**src/rtl/add_path_scheduler_pkg.sv**
```systemverilog
// Shared types for the dual-path FP adder front-end: path-select encoding,
// completion-pipe entry and the max-latency helper.
package add_path_scheduler_pkg;

    localparam int unsigned APS_TAG_W = 4;

    typedef enum logic {
        PATH_FAR   = 1'b0,
        PATH_CLOSE = 1'b1
    } path_sel_e;

    // Tag field width is fixed here; the top-level TAG_W must match APS_TAG_W.
    typedef struct packed {
        logic                 vld;
        path_sel_e            sel;
        logic [APS_TAG_W-1:0] tag;
    } cpl_entry_t;

    function automatic int unsigned max_lat(input int unsigned a, input int unsigned b);
        return (a > b) ? a : b;
    endfunction

endpackage

```
**src/rtl/add_path_scheduler_if.sv**
```systemverilog
// Issue/result bus between the adder front-end sequencer and its requester/datapaths.
interface add_path_scheduler_if #(
    parameter int unsigned SIZE_EXPONENT = 8,
    parameter int unsigned SIZE_MANTISSA = 24,
    parameter int unsigned TAG_W         = 4
);
    logic                     in_valid;
    logic                     in_ready;
    logic                     in_sign_a;
    logic                     in_sign_b;
    logic                     in_sub;
    logic [SIZE_EXPONENT-1:0] in_e_a;
    logic [SIZE_EXPONENT-1:0] in_e_b;
    logic [TAG_W-1:0]         in_tag;
    logic                     close_go;
    logic                     far_go;
    logic                     iss_eff_op;
    logic [SIZE_MANTISSA-1:0] close_m;
    logic [SIZE_EXPONENT-1:0] close_e;
    logic [SIZE_MANTISSA-1:0] far_m;
    logic [SIZE_EXPONENT-1:0] far_e;
    logic                     out_valid;
    logic [SIZE_MANTISSA-1:0] out_m;
    logic [SIZE_EXPONENT-1:0] out_e;
    logic [TAG_W-1:0]         out_tag;

    modport slave (
        input  in_valid, in_sign_a, in_sign_b, in_sub, in_e_a, in_e_b, in_tag,
        input  close_m, close_e, far_m, far_e,
        output in_ready, close_go, far_go, iss_eff_op,
        output out_valid, out_m, out_e, out_tag
    );

    modport master (
        output in_valid, in_sign_a, in_sign_b, in_sub, in_e_a, in_e_b, in_tag,
        output close_m, close_e, far_m, far_e,
        input  in_ready, close_go, far_go, iss_eff_op,
        input  out_valid, out_m, out_e, out_tag
    );
endinterface

```
**src/rtl/add_path_scheduler_classify.sv**
```systemverilog
// Combinational close/far decision: close = effective subtract with |Ea-Eb| <= 1.
module add_path_classify #(
    parameter int unsigned SIZE_EXPONENT = 8
) (
    input  logic                     i_sign_a,
    input  logic                     i_sign_b,
    input  logic                     i_sub,
    input  logic [SIZE_EXPONENT-1:0] i_e_a,
    input  logic [SIZE_EXPONENT-1:0] i_e_b,
    output logic                     o_eff_op,
    output logic                     o_close
);
    logic [SIZE_EXPONENT-1:0] w_diff;

    always_comb begin
        w_diff   = (i_e_a >= i_e_b) ? (i_e_a - i_e_b) : (i_e_b - i_e_a);
        o_eff_op = i_sign_a ^ i_sign_b ^ i_sub;
        o_close  = o_eff_op && (w_diff <= SIZE_EXPONENT'(1));
    end
endmodule

```
**src/rtl/add_path_scheduler.sv**
```systemverilog
// In-order issue sequencer for the dual-path FP adder (close/far fixed-latency paths).
// Optional ADD_PATH_STATS_EN adds saturating close/far/stall counters.
module add_path_scheduler
    import add_path_scheduler_pkg::*;
#(
    parameter int unsigned SIZE_EXPONENT = 8,
    parameter int unsigned SIZE_MANTISSA = 24,
    parameter int unsigned CLOSE_LAT     = 2,
    parameter int unsigned FAR_LAT       = 3,
    parameter int unsigned TAG_W         = APS_TAG_W,
    parameter int unsigned CNT_W         = 4
) (
    input  logic              clk,
    input  logic              rst,
    add_path_scheduler_if.slave bus
`ifdef ADD_PATH_STATS_EN
    ,
    output logic [15:0]       stat_close,
    output logic [15:0]       stat_far,
    output logic [15:0]       stat_stall
`endif
);
    localparam int unsigned PIPE_D = max_lat(CLOSE_LAT, FAR_LAT);
    localparam logic [CNT_W-1:0] LAT_CLOSE = CNT_W'(CLOSE_LAT);
    localparam logic [CNT_W-1:0] LAT_FAR   = CNT_W'(FAR_LAT);

    localparam logic [0:0] S_EMPTY = 1'b0;
    localparam logic [0:0] S_HELD  = 1'b1;

    logic [0:0]       r_state;
    logic             r_hold_close;
    logic             r_hold_eff;
    logic [TAG_W-1:0] r_hold_tag;
    logic [CNT_W-1:0] r_remain;
    cpl_entry_t       r_pipe [PIPE_D];
    cpl_entry_t       w_pipe_nxt [PIPE_D];
    cpl_entry_t       w_new;

    logic             w_eff_op;
    logic             w_close;
    logic [CNT_W-1:0] w_lat;
    logic             w_issue;
    logic             w_accept;

    add_path_classify #(.SIZE_EXPONENT(SIZE_EXPONENT)) u_classify (
        .i_sign_a (bus.in_sign_a),
        .i_sign_b (bus.in_sign_b),
        .i_sub    (bus.in_sub),
        .i_e_a    (bus.in_e_a),
        .i_e_b    (bus.in_e_b),
        .o_eff_op (w_eff_op),
        .o_close  (w_close)
    );

    // Issuing only when L > remain keeps completion times strictly increasing.
    assign w_lat    = r_hold_close ? LAT_CLOSE : LAT_FAR;
    assign w_issue  = (r_state == S_HELD) && (w_lat > r_remain);
    assign w_accept = bus.in_valid && bus.in_ready;

    assign bus.in_ready   = (r_state == S_EMPTY) || w_issue;
    assign bus.close_go   = w_issue && r_hold_close;
    assign bus.far_go     = w_issue && !r_hold_close;
    assign bus.iss_eff_op = w_issue && r_hold_eff;

    always_comb begin
        w_new.vld = 1'b1;
        w_new.sel = r_hold_close ? PATH_CLOSE : PATH_FAR;
        w_new.tag = r_hold_tag;
        w_pipe_nxt[PIPE_D-1] = '0;
        for (int unsigned i = 0; i + 1 < PIPE_D; i++) begin
            w_pipe_nxt[i] = r_pipe[i+1];
        end
        for (int unsigned i = 0; i < PIPE_D; i++) begin
            if (w_issue && (CNT_W'(i) == w_lat - 1'b1)) begin
                w_pipe_nxt[i] = w_new;
            end
        end
    end

    always_ff @(posedge clk or posedge rst) begin
        if (rst) begin
            r_state      <= S_EMPTY;
            r_hold_close <= 1'b0;
            r_hold_eff   <= 1'b0;
            r_hold_tag   <= '0;
            r_remain     <= '0;
            for (int unsigned i = 0; i < PIPE_D; i++) begin
                r_pipe[i] <= '0;
            end
        end else begin
            if (w_accept) begin
                r_state      <= S_HELD;
                r_hold_close <= w_close;
                r_hold_eff   <= w_eff_op;
                r_hold_tag   <= bus.in_tag;
            end else if (w_issue) begin
                r_state <= S_EMPTY;
            end
            if (w_issue) begin
                r_remain <= w_lat - 1'b1;
            end else if (r_remain != '0) begin
                r_remain <= r_remain - 1'b1;
            end
            for (int unsigned i = 0; i < PIPE_D; i++) begin
                r_pipe[i] <= w_pipe_nxt[i];
            end
        end
    end

    always_ff @(posedge clk or posedge rst) begin
        if (rst) begin
            bus.out_valid <= 1'b0;
            bus.out_m     <= '0;
            bus.out_e     <= '0;
            bus.out_tag   <= '0;
        end else begin
            bus.out_valid <= r_pipe[0].vld;
            if (r_pipe[0].vld) begin
                bus.out_m   <= (r_pipe[0].sel == PATH_CLOSE) ? bus.close_m : bus.far_m;
                bus.out_e   <= (r_pipe[0].sel == PATH_CLOSE) ? bus.close_e : bus.far_e;
                bus.out_tag <= r_pipe[0].tag;
            end
        end
    end

`ifdef ADD_PATH_STATS_EN
    always_ff @(posedge clk or posedge rst) begin
        if (rst) begin
            stat_close <= '0;
            stat_far   <= '0;
            stat_stall <= '0;
        end else begin
            if (bus.close_go && (stat_close != '1)) stat_close <= stat_close + 16'd1;
            if (bus.far_go && (stat_far != '1))     stat_far   <= stat_far + 16'd1;
            if ((r_state == S_HELD) && !w_issue && (stat_stall != '1)) begin
                stat_stall <= stat_stall + 16'd1;
            end
        end
    end
`endif

endmodule

```
**src/flat_wrapper.sv**
```systemverilog
// flat-port wrapper written by rule: the top's interface ports become plain ports
module add_path_scheduler_flat import add_path_scheduler_pkg::*;
#(
    parameter int unsigned SIZE_EXPONENT = 8,
    parameter int unsigned SIZE_MANTISSA = 24,
    parameter int unsigned CLOSE_LAT     = 2,
    parameter int unsigned FAR_LAT       = 3,
    parameter int unsigned TAG_W         = APS_TAG_W,
    parameter int unsigned CNT_W         = 4
)
  (clk, rst, bus_in_valid, bus_in_sign_a, bus_in_sign_b, bus_in_sub, bus_in_e_a, bus_in_e_b, bus_in_tag, bus_close_m, bus_close_e, bus_far_m, bus_far_e, bus_in_ready, bus_close_go, bus_far_go, bus_iss_eff_op, bus_out_valid, bus_out_m, bus_out_e, bus_out_tag);
  add_path_scheduler_if #(.SIZE_EXPONENT(SIZE_EXPONENT), .SIZE_MANTISSA(SIZE_MANTISSA), .TAG_W(TAG_W)) bus_i ();
  input  logic clk;
  input  logic rst;
  input wire logic [$bits(bus_i.in_valid)-1:0] bus_in_valid;
  input wire logic [$bits(bus_i.in_sign_a)-1:0] bus_in_sign_a;
  input wire logic [$bits(bus_i.in_sign_b)-1:0] bus_in_sign_b;
  input wire logic [$bits(bus_i.in_sub)-1:0] bus_in_sub;
  input wire logic [$bits(bus_i.in_e_a)-1:0] bus_in_e_a;
  input wire logic [$bits(bus_i.in_e_b)-1:0] bus_in_e_b;
  input wire logic [$bits(bus_i.in_tag)-1:0] bus_in_tag;
  input wire logic [$bits(bus_i.close_m)-1:0] bus_close_m;
  input wire logic [$bits(bus_i.close_e)-1:0] bus_close_e;
  input wire logic [$bits(bus_i.far_m)-1:0] bus_far_m;
  input wire logic [$bits(bus_i.far_e)-1:0] bus_far_e;
  output wire logic [$bits(bus_i.in_ready)-1:0] bus_in_ready;
  output wire logic [$bits(bus_i.close_go)-1:0] bus_close_go;
  output wire logic [$bits(bus_i.far_go)-1:0] bus_far_go;
  output wire logic [$bits(bus_i.iss_eff_op)-1:0] bus_iss_eff_op;
  output wire logic [$bits(bus_i.out_valid)-1:0] bus_out_valid;
  output wire logic [$bits(bus_i.out_m)-1:0] bus_out_m;
  output wire logic [$bits(bus_i.out_e)-1:0] bus_out_e;
  output wire logic [$bits(bus_i.out_tag)-1:0] bus_out_tag;
  assign bus_i.in_valid = bus_in_valid;
  assign bus_i.in_sign_a = bus_in_sign_a;
  assign bus_i.in_sign_b = bus_in_sign_b;
  assign bus_i.in_sub = bus_in_sub;
  assign bus_i.in_e_a = bus_in_e_a;
  assign bus_i.in_e_b = bus_in_e_b;
  assign bus_i.in_tag = bus_in_tag;
  assign bus_i.close_m = bus_close_m;
  assign bus_i.close_e = bus_close_e;
  assign bus_i.far_m = bus_far_m;
  assign bus_i.far_e = bus_far_e;
  assign bus_in_ready = bus_i.in_ready;
  assign bus_close_go = bus_i.close_go;
  assign bus_far_go = bus_i.far_go;
  assign bus_iss_eff_op = bus_i.iss_eff_op;
  assign bus_out_valid = bus_i.out_valid;
  assign bus_out_m = bus_i.out_m;
  assign bus_out_e = bus_i.out_e;
  assign bus_out_tag = bus_i.out_tag;
  add_path_scheduler #(.SIZE_EXPONENT(SIZE_EXPONENT), .SIZE_MANTISSA(SIZE_MANTISSA), .CLOSE_LAT(CLOSE_LAT), .FAR_LAT(FAR_LAT), .TAG_W(TAG_W), .CNT_W(CNT_W)) u_core (.clk(clk), .rst(rst), .bus(bus_i));
endmodule
```
**config.mk**
```make
export PLATFORM = sky130hd
export DESIGN_NAME = add_path_scheduler_flat
export DESIGN_NICKNAME = d
export VERILOG_FILES = /design/src/rtl/add_path_scheduler_pkg.sv /design/src/rtl/add_path_scheduler_if.sv /design/src/rtl/add_path_scheduler_classify.sv /design/src/rtl/add_path_scheduler.sv /design/src/flat_wrapper.sv
export SDC_FILE = /design/constraint.sdc
export NUM_CORES = 1
export LEC_CHECK = 0
export CAP_MARGIN = 5
export CORE_MARGIN = 2
export CORE_UTILIZATION = 46
export CTS_BUF_LIST = sky130_fd_sc_hd__clkbuf_8
export CTS_CLUSTER_DIAMETER = 80
export DETAILED_ROUTE_END_ITERATION = 6
export PLACE_DENSITY = 0.93
export SLEW_MARGIN = 20
export SYNTH_ARGS = -nofsm -noshare
export SYNTH_HDL_FRONTEND = slang
export SYNTH_SLANG_ARGS = --single-unit
export TNS_END_PERCENT = 30
```
**constraint.sdc**
```tcl
create_clock -name clk -period 3.3 [get_ports clk]
set_input_delay 0.99 -clock clk [delete_from_list [all_inputs] [get_ports clk]]
set_output_delay 0.99 -clock clk [all_outputs]
set_load 0.05 [all_outputs]
```
* Word-level counts from Yosys, hierarchy flattened
Cells that the tools add are included.
W data, S select, Z words.
** Word-level totals
- Register bits :: 66
- Latch bits :: 0
- Memory bits (writable) :: 0
- Bits in read-only memories :: 0
- Output and inout port bits :: 41
- Memories kept :: 0
** Cells by class
- Add/sub/neg operators :: 4
- Multipliers :: 0
- Divide/modulo/power cells :: 0
- $lt $le $gt $ge :: 3
- Eq/ne operators :: 2
- Shifts and indexed selects :: 0
- Multiplexer cells :: 12
- Bitwise gates (word level) :: 3
- Reduce and logical (&&, ||, !) cells :: 15
** Operator list (number)
- $mux W24 :: 1
- $mux W6 :: 3
- $mux W8 :: 2
- $sub A8 B8 Y8 :: 2
- $logic_and A1 B1 Y1 :: 9
- $ge A8 B8 Y1 :: 1
- $le A8 B1 Y1 const B :: 1
- $mux W4 :: 2
- $sub A4 B1 Y4 const B :: 2
- $eq A1 B4 Y1 const A :: 1
- $eq A2 B4 Y1 const A :: 1
- $gt A4 B4 Y1 :: 1
- $logic_not A4 Y1 :: 1
- $mux W1 :: 4
- $reduce_bool A2 Y1 :: 2
- $reduce_bool A4 Y1 :: 1
- $xor A1 B1 Y1 :: 2
- $logic_not A1 Y1 :: 1
- $logic_or A1 B1 Y1 :: 1
- $not A1 Y1 :: 1

* Longest topological paths before layout
- Word-level depth :: 6
- Mapped depth :: 10

* By module
Synthesis repeated with hierarchy kept, for this count alone.
** Unflattened totals
- Cell total of the unflattened synthesis :: 354
- Area total of the unflattened synthesis :: 3568.4 µm²
** Modules (own cells, without submodules)
- add_path_scheduler :: instances 1, cells an instance 245, area an instance 2801.4 µm², seq. area each 1651.6 µm²
- add_path_classify :: instances 1, cells an instance 109, area an instance 767.0 µm², seq. area each 0.0 µm²

* Worst setup path after synthesis
No wires, ideal clock.
- Kind :: register -> output
- From :: register u_core.r_remain[0]
- To :: output bus_far_go
- Arrival time :: 1.996 ns
- Data required time :: 2.310 ns
- Slack :: 0.314 ns
- Cell stages (with the launch flop) :: 6
- Path buffers :: 1
- Path through :: dfrtp_1 > ha_1 > o21ai_0 > and3_1 > clkbuf_1 > nor2b_1
** Between the ends
- Cells in the longest elaborated chain, start to end :: 3
** Ends and longest elaborated chain
- start: declaration :: line add_path_scheduler.sv:34 : logic [CNT_W-1:0] r_remain;
- start signal: assignment :: line add_path_scheduler.sv:100 : r_remain <= w_lat - 1'b1;
- start signal: assignment :: line add_path_scheduler.sv:102 : r_remain <= r_remain - 1'b1;
- $gt A4 B4 Y1 :: line add_path_scheduler.sv:57 : assign w_issue = (r_state == S_HELD) && (w_lat > r_remain);
- $logic_and A1 B1 Y1 :: line add_path_scheduler.sv:57
- $logic_and A1 B1 Y1 :: line add_path_scheduler.sv:62 : assign bus.far_go = w_issue && !r_hold_close;
- end: declaration :: line flat_wrapper.sv:28 : output wire logic [$bits(bus_i.far_go)-1:0] bus_far_go;
Every way passes these cells.

* Worst setup path in the final report
- From :: register u_core.r_hold_close
- To :: output bus_close_go
** Between the ends
- Cells in the longest elaborated chain, start to end :: 4
** Ends and longest elaborated chain
- start: declaration :: line add_path_scheduler.sv:31 : logic r_hold_close;
- start signal: assignment :: line add_path_scheduler.sv:93 : r_hold_close <= w_close;
- $mux W1 :: line add_path_scheduler.sv:56 : assign w_lat = r_hold_close ? LAT_CLOSE : LAT_FAR;
- $gt A4 B4 Y1 :: line add_path_scheduler.sv:57
- $logic_and A1 B1 Y1 :: line add_path_scheduler.sv:57
- $logic_and A1 B1 Y1 * :: line add_path_scheduler.sv:61 : assign bus.close_go = w_issue && r_hold_close;
- end: declaration :: line flat_wrapper.sv:27 : output wire logic [$bits(bus_i.close_go)-1:0] bus_close_go;
Every way passes the cells marked *; elsewhere a longest branch is shown, timed or not.

==> reports/results.tsv <==
metric	value	unit
vdd_ir_drop_max	318.6	µV
dp.cells	543	
grt_overflow_total	0	
n_fill_cell	515	
max-clock-path-buffers	2	
holdBufCountCts	0	
rsz0062_at_grt	no	
floorplan.die_area	8302	µm²
cp_top_family	simple AND/OR/NAND/NOR gates	
clock_power_share	18.2	%
critical_path.reg2reg.endpoint	u_core.r_hold_close	
place_worst_setup_slack	0.07503	ns
arrival	2.04	ns
fmax	329.5	MHz
syn2layout_area_growth	46.24	%
power-per-cell-area	890.8	nW/µm²
mostFrequentLayoutCell	sky130_fd_sc_hd__clkdlybuf4s50_1	
power.switching_fraction	43.87	%
critical_path_class	flop to primary output	
critPathRequiredTime	2.31	ns
route.antenna.remaining_nets	0	
cell_depth_of_the_worst_min_delay_path	0	
groute.usage.overall	22.46	%
route.final.wire_length	9101	µm
drtIter0Drc	136	
startpoint_type	flop	
pre_antenna_drt_iters	4	
drive_above_1_share	9.565	%
layout.cells.most_common_list	126 x sky130_fd_sc_hd__clkdlybuf4s50_1, 64 x sky130_fd_sc_hd__dfrtp_1, 40 x sky130_fd_sc_hd__a21oi_1	
drc_errors	0	
timing.critical_path.fanout_max	8	
tritoncts_num_sinks	66	
setup_ws	0.2654	ns
power.static_leakage	0.002301	µW
tritoncts	built	
crit_path_end	bus_close_go	
num_antenna_cells	0	
final-max-slew-violation-count	0	
dp.final_hpwl	6943	µm
core_area	7292	µm²
wl_per_cell	16.28	µm
report.final.hold_viol_count	0	
setup_tns_final	0	ns
instances_no_fill	559	
antenna_found_initial	0	
yosys_warnings	0	
maxSlewHeadroom	38.13	%
cts_root_buffer	sky130_fd_sc_hd__clkbuf_8	
netlist_area	3491	µm²
clk-insertion-delay-late	0.33	ns
grt_max_degree	70	
grt_pass1_vias	3053	
r2r_slack	1.15	ns
seqCellArea	1657	µm²
mean_instance_size_in_the_synthesized_netlist	10.51	µm²
setup_viol_count_final	0	
critical_path_buf_inv_count	2	
hold_path_startpoint	u_core.r_pipe[9]	
timing.hold.worst.class	flop to flop	
nets	565	
synth-seq-cells	66	
pwr-share-seq	32.3	%
cap_viol_max_count	0	
critical_path.startpoint	u_core.r_hold_close	
synth.net_count	442	
worst_path_max_delay_cell	sky130_fd_sc_hd__dfrtp_1	
worst_clock_skew	0.006063	ns
globalplace.congestion	0.9139	
synth.distinct_cells	40	
worst_setup_path_end_kind	primary output	
worst_slew_pin_slew	0.9280	ns
clk_slew_on_worst_s_h_paths	0.07	ns
net-switching-power	1995	µW
multi_input_area	1649	µm²
timing.critical_path.depth	6	
row_count	31	
cts-buffers-inserted	9	
source_of_the_worst_register_to_register_timing_path	u_core.r_hold_close	
cts.repair_timing.setup_buffer_count	0	
chipWidth	91.12	µm
cts_max_level	3	
status	finished clean	
finalCritPeriodShare	91.96	%
final_period_minus_worst_setup_slack	3.035	ns
ctsResizeCount	0	
reg2reg_depth	7	
io_buffers	130	
drt-vias-per-instance	5.281	
vias	2952	
p_int	2553	µW
synth_cells	332	
power.share.combinational	49.4	%
critical_path.cell_chain	ha_1 > o21ai_0 > and3_1 > nand2_1 > inv_1 > buf_12	
initial_utilization	47.87	%
floorplan.die.height	91.12	µm
slowest_delay	0.43	ns
grt_pass1_wl	14640	µm
floorplan.io_pins	131	
synth-seq-area-share	47.31	%
stage by stage:
| stage | util, % | total power (µW) | hold slack (ns) | cell area (µm²) |
|---|---|---|---|---|
| floorplan | - | 2889 | 0.3312 | 3491 |
| CTS | 69.94 | 4571 | 0.3590 | 5100 |
| detailed placement | 66.47 | 3718 | 0.3370 | 4847 |
| global route | 70.01 | 4774 | 0.3615 | 5105 |
| finish | 70.01 | 4548 | 0.3546 | 5105 |
| global placement | 66.47 | 3605 | 0.3314 | 4847 |
final cells by class:
type                    count  share of cell area [%]
clock buffers              11                   2.966
flip-flops and latches     66                   32.45
multi-input cells         224                   32.30
repair buffers            131                   26.18
clock inverters             5                   1.985
well taps                  99                   2.426
inverters                  23                   1.691
sequential cells by signal (all words and copies together), names as in the netlist:
signal                count
u_core.bus.out_tag        4
u_core.bus.out_valid      1
u_core.bus.out_e          8
u_core.r_state            1
u_core.r_hold_tag         4
u_core.r_remain           4
u_core.r_hold_eff         1
u_core.r_hold_close       1
u_core.r_pipe            18
u_core.bus.out_m         24
cells in the mapped netlist:
cell | count | share of area (%)
sky130_fd_sc_hd__a31oi_2 | 1 | 0.36
sky130_fd_sc_hd__fa_1 | 2 | 1.1
sky130_fd_sc_hd__buf_2 | 4 | 0.57
sky130_fd_sc_hd__mux2i_1 | 34 | 9.7
sky130_fd_sc_hd__a21oi_1 | 40 | 5.7
sky130_fd_sc_hd__mux2_2 | 12 | 3.9
sky130_fd_sc_hd__dfrtp_1 | 66 | 47
sky130_fd_sc_hd__nand3_1 | 2 | 0.29
sky130_fd_sc_hd__o21bai_1 | 3 | 0.65
sky130_fd_sc_hd__nand3b_1 | 2 | 0.43
sky130_fd_sc_hd__a2bb2oi_1 | 1 | 0.25
sky130_fd_sc_hd__a21oi_4 | 1 | 0.47
sky130_fd_sc_hd__a211oi_1 | 1 | 0.22
sky130_fd_sc_hd__nor2_1 | 39 | 4.2
sky130_fd_sc_hd__a21o_2 | 1 | 0.25
sky130_fd_sc_hd__a31o_1 | 1 | 0.25
sky130_fd_sc_hd__nand2b_1 | 5 | 0.90
sky130_fd_sc_hd__nor2b_1 | 1 | 0.18
sky130_fd_sc_hd__xor2_1 | 3 | 0.75
sky130_fd_sc_hd__buf_6 | 4 | 1.3
sky130_fd_sc_hd__a21oi_2 | 2 | 0.50
sky130_fd_sc_hd__nor3_2 | 1 | 0.29
sky130_fd_sc_hd__and2_1 | 6 | 1.1
sky130_fd_sc_hd__nand4_1 | 5 | 0.90
sky130_fd_sc_hd__o21ai_0 | 9 | 1.3
sky130_fd_sc_hd__clkbuf_1 | 10 | 1.1
sky130_fd_sc_hd__and3_1 | 1 | 0.18
sky130_fd_sc_hd__a211oi_2 | 1 | 0.36
sky130_fd_sc_hd__a21o_1 | 3 | 0.65
sky130_fd_sc_hd__and2_0 | 1 | 0.18
sky130_fd_sc_hd__o31ai_1 | 1 | 0.22
sky130_fd_sc_hd__conb_1 | 1 | 0.11
sky130_fd_sc_hd__nor3_1 | 4 | 0.57
sky130_fd_sc_hd__inv_1 | 23 | 2.5
sky130_fd_sc_hd__o211ai_1 | 1 | 0.22
sky130_fd_sc_hd__buf_1 | 1 | 0.11
sky130_fd_sc_hd__ha_1 | 18 | 6.5
sky130_fd_sc_hd__nand2_1 | 9 | 0.97
sky130_fd_sc_hd__a2111oi_4 | 1 | 0.79
sky130_fd_sc_hd__xnor2_1 | 11 | 2.8
logic make-up (layout without fill, tap and decap cells):
logic type	after synthesis	in the layout	share of synthesized area [%]
other	1	1	0.1074
and+or+nand+nor	76	76	10.14
muxes	46	46	13.62
adders and majority gates	20	20	7.599
xor gates and xnor gates	14	14	3.513
buffers and inverters	42	170	5.520
DFF	66	66	47.31
AOI/OAI and AO/OA	67	67	12.19
power groups by stage:
stage | logic, µW | registers, µW | clock network (µW)
global route | 2380 | 1510 | 883
finish | 2250 | 1470 | 829
detailed placement | 2250 | 1470 | 0
CTS | 2260 | 1460 | 847
floorplan | 796 | 2090 | 0
global placement | 2170 | 1430 | 0
worst min path at each step:
stage | to | slack (ns)
5_1_grt | u_core.r_pipe[13] | 0.36
3_3_place_gp | u_core.r_pipe[15] | 0.33
2_1_floorplan | u_core.r_pipe[12] | 0.33
6_report | u_core.r_pipe[15] | 0.35
4_1_cts | u_core.r_pipe[13] | 0.36
3_5_place_dp | u_core.r_pipe[17] | 0.34
routing by layer:
metal / vias up / routed length (µm) / GRT usage, %
li1: 1366 / - / -
met4: 0 / 302 / 10.73
met1: 1406 / 3343 / 23.25
met3: 30 / 855 / 8.299
met2: 150 / 4599 / 40.00
met5: - / 0 / 0
Note: power is estimated with default switching activity, not from simulation.
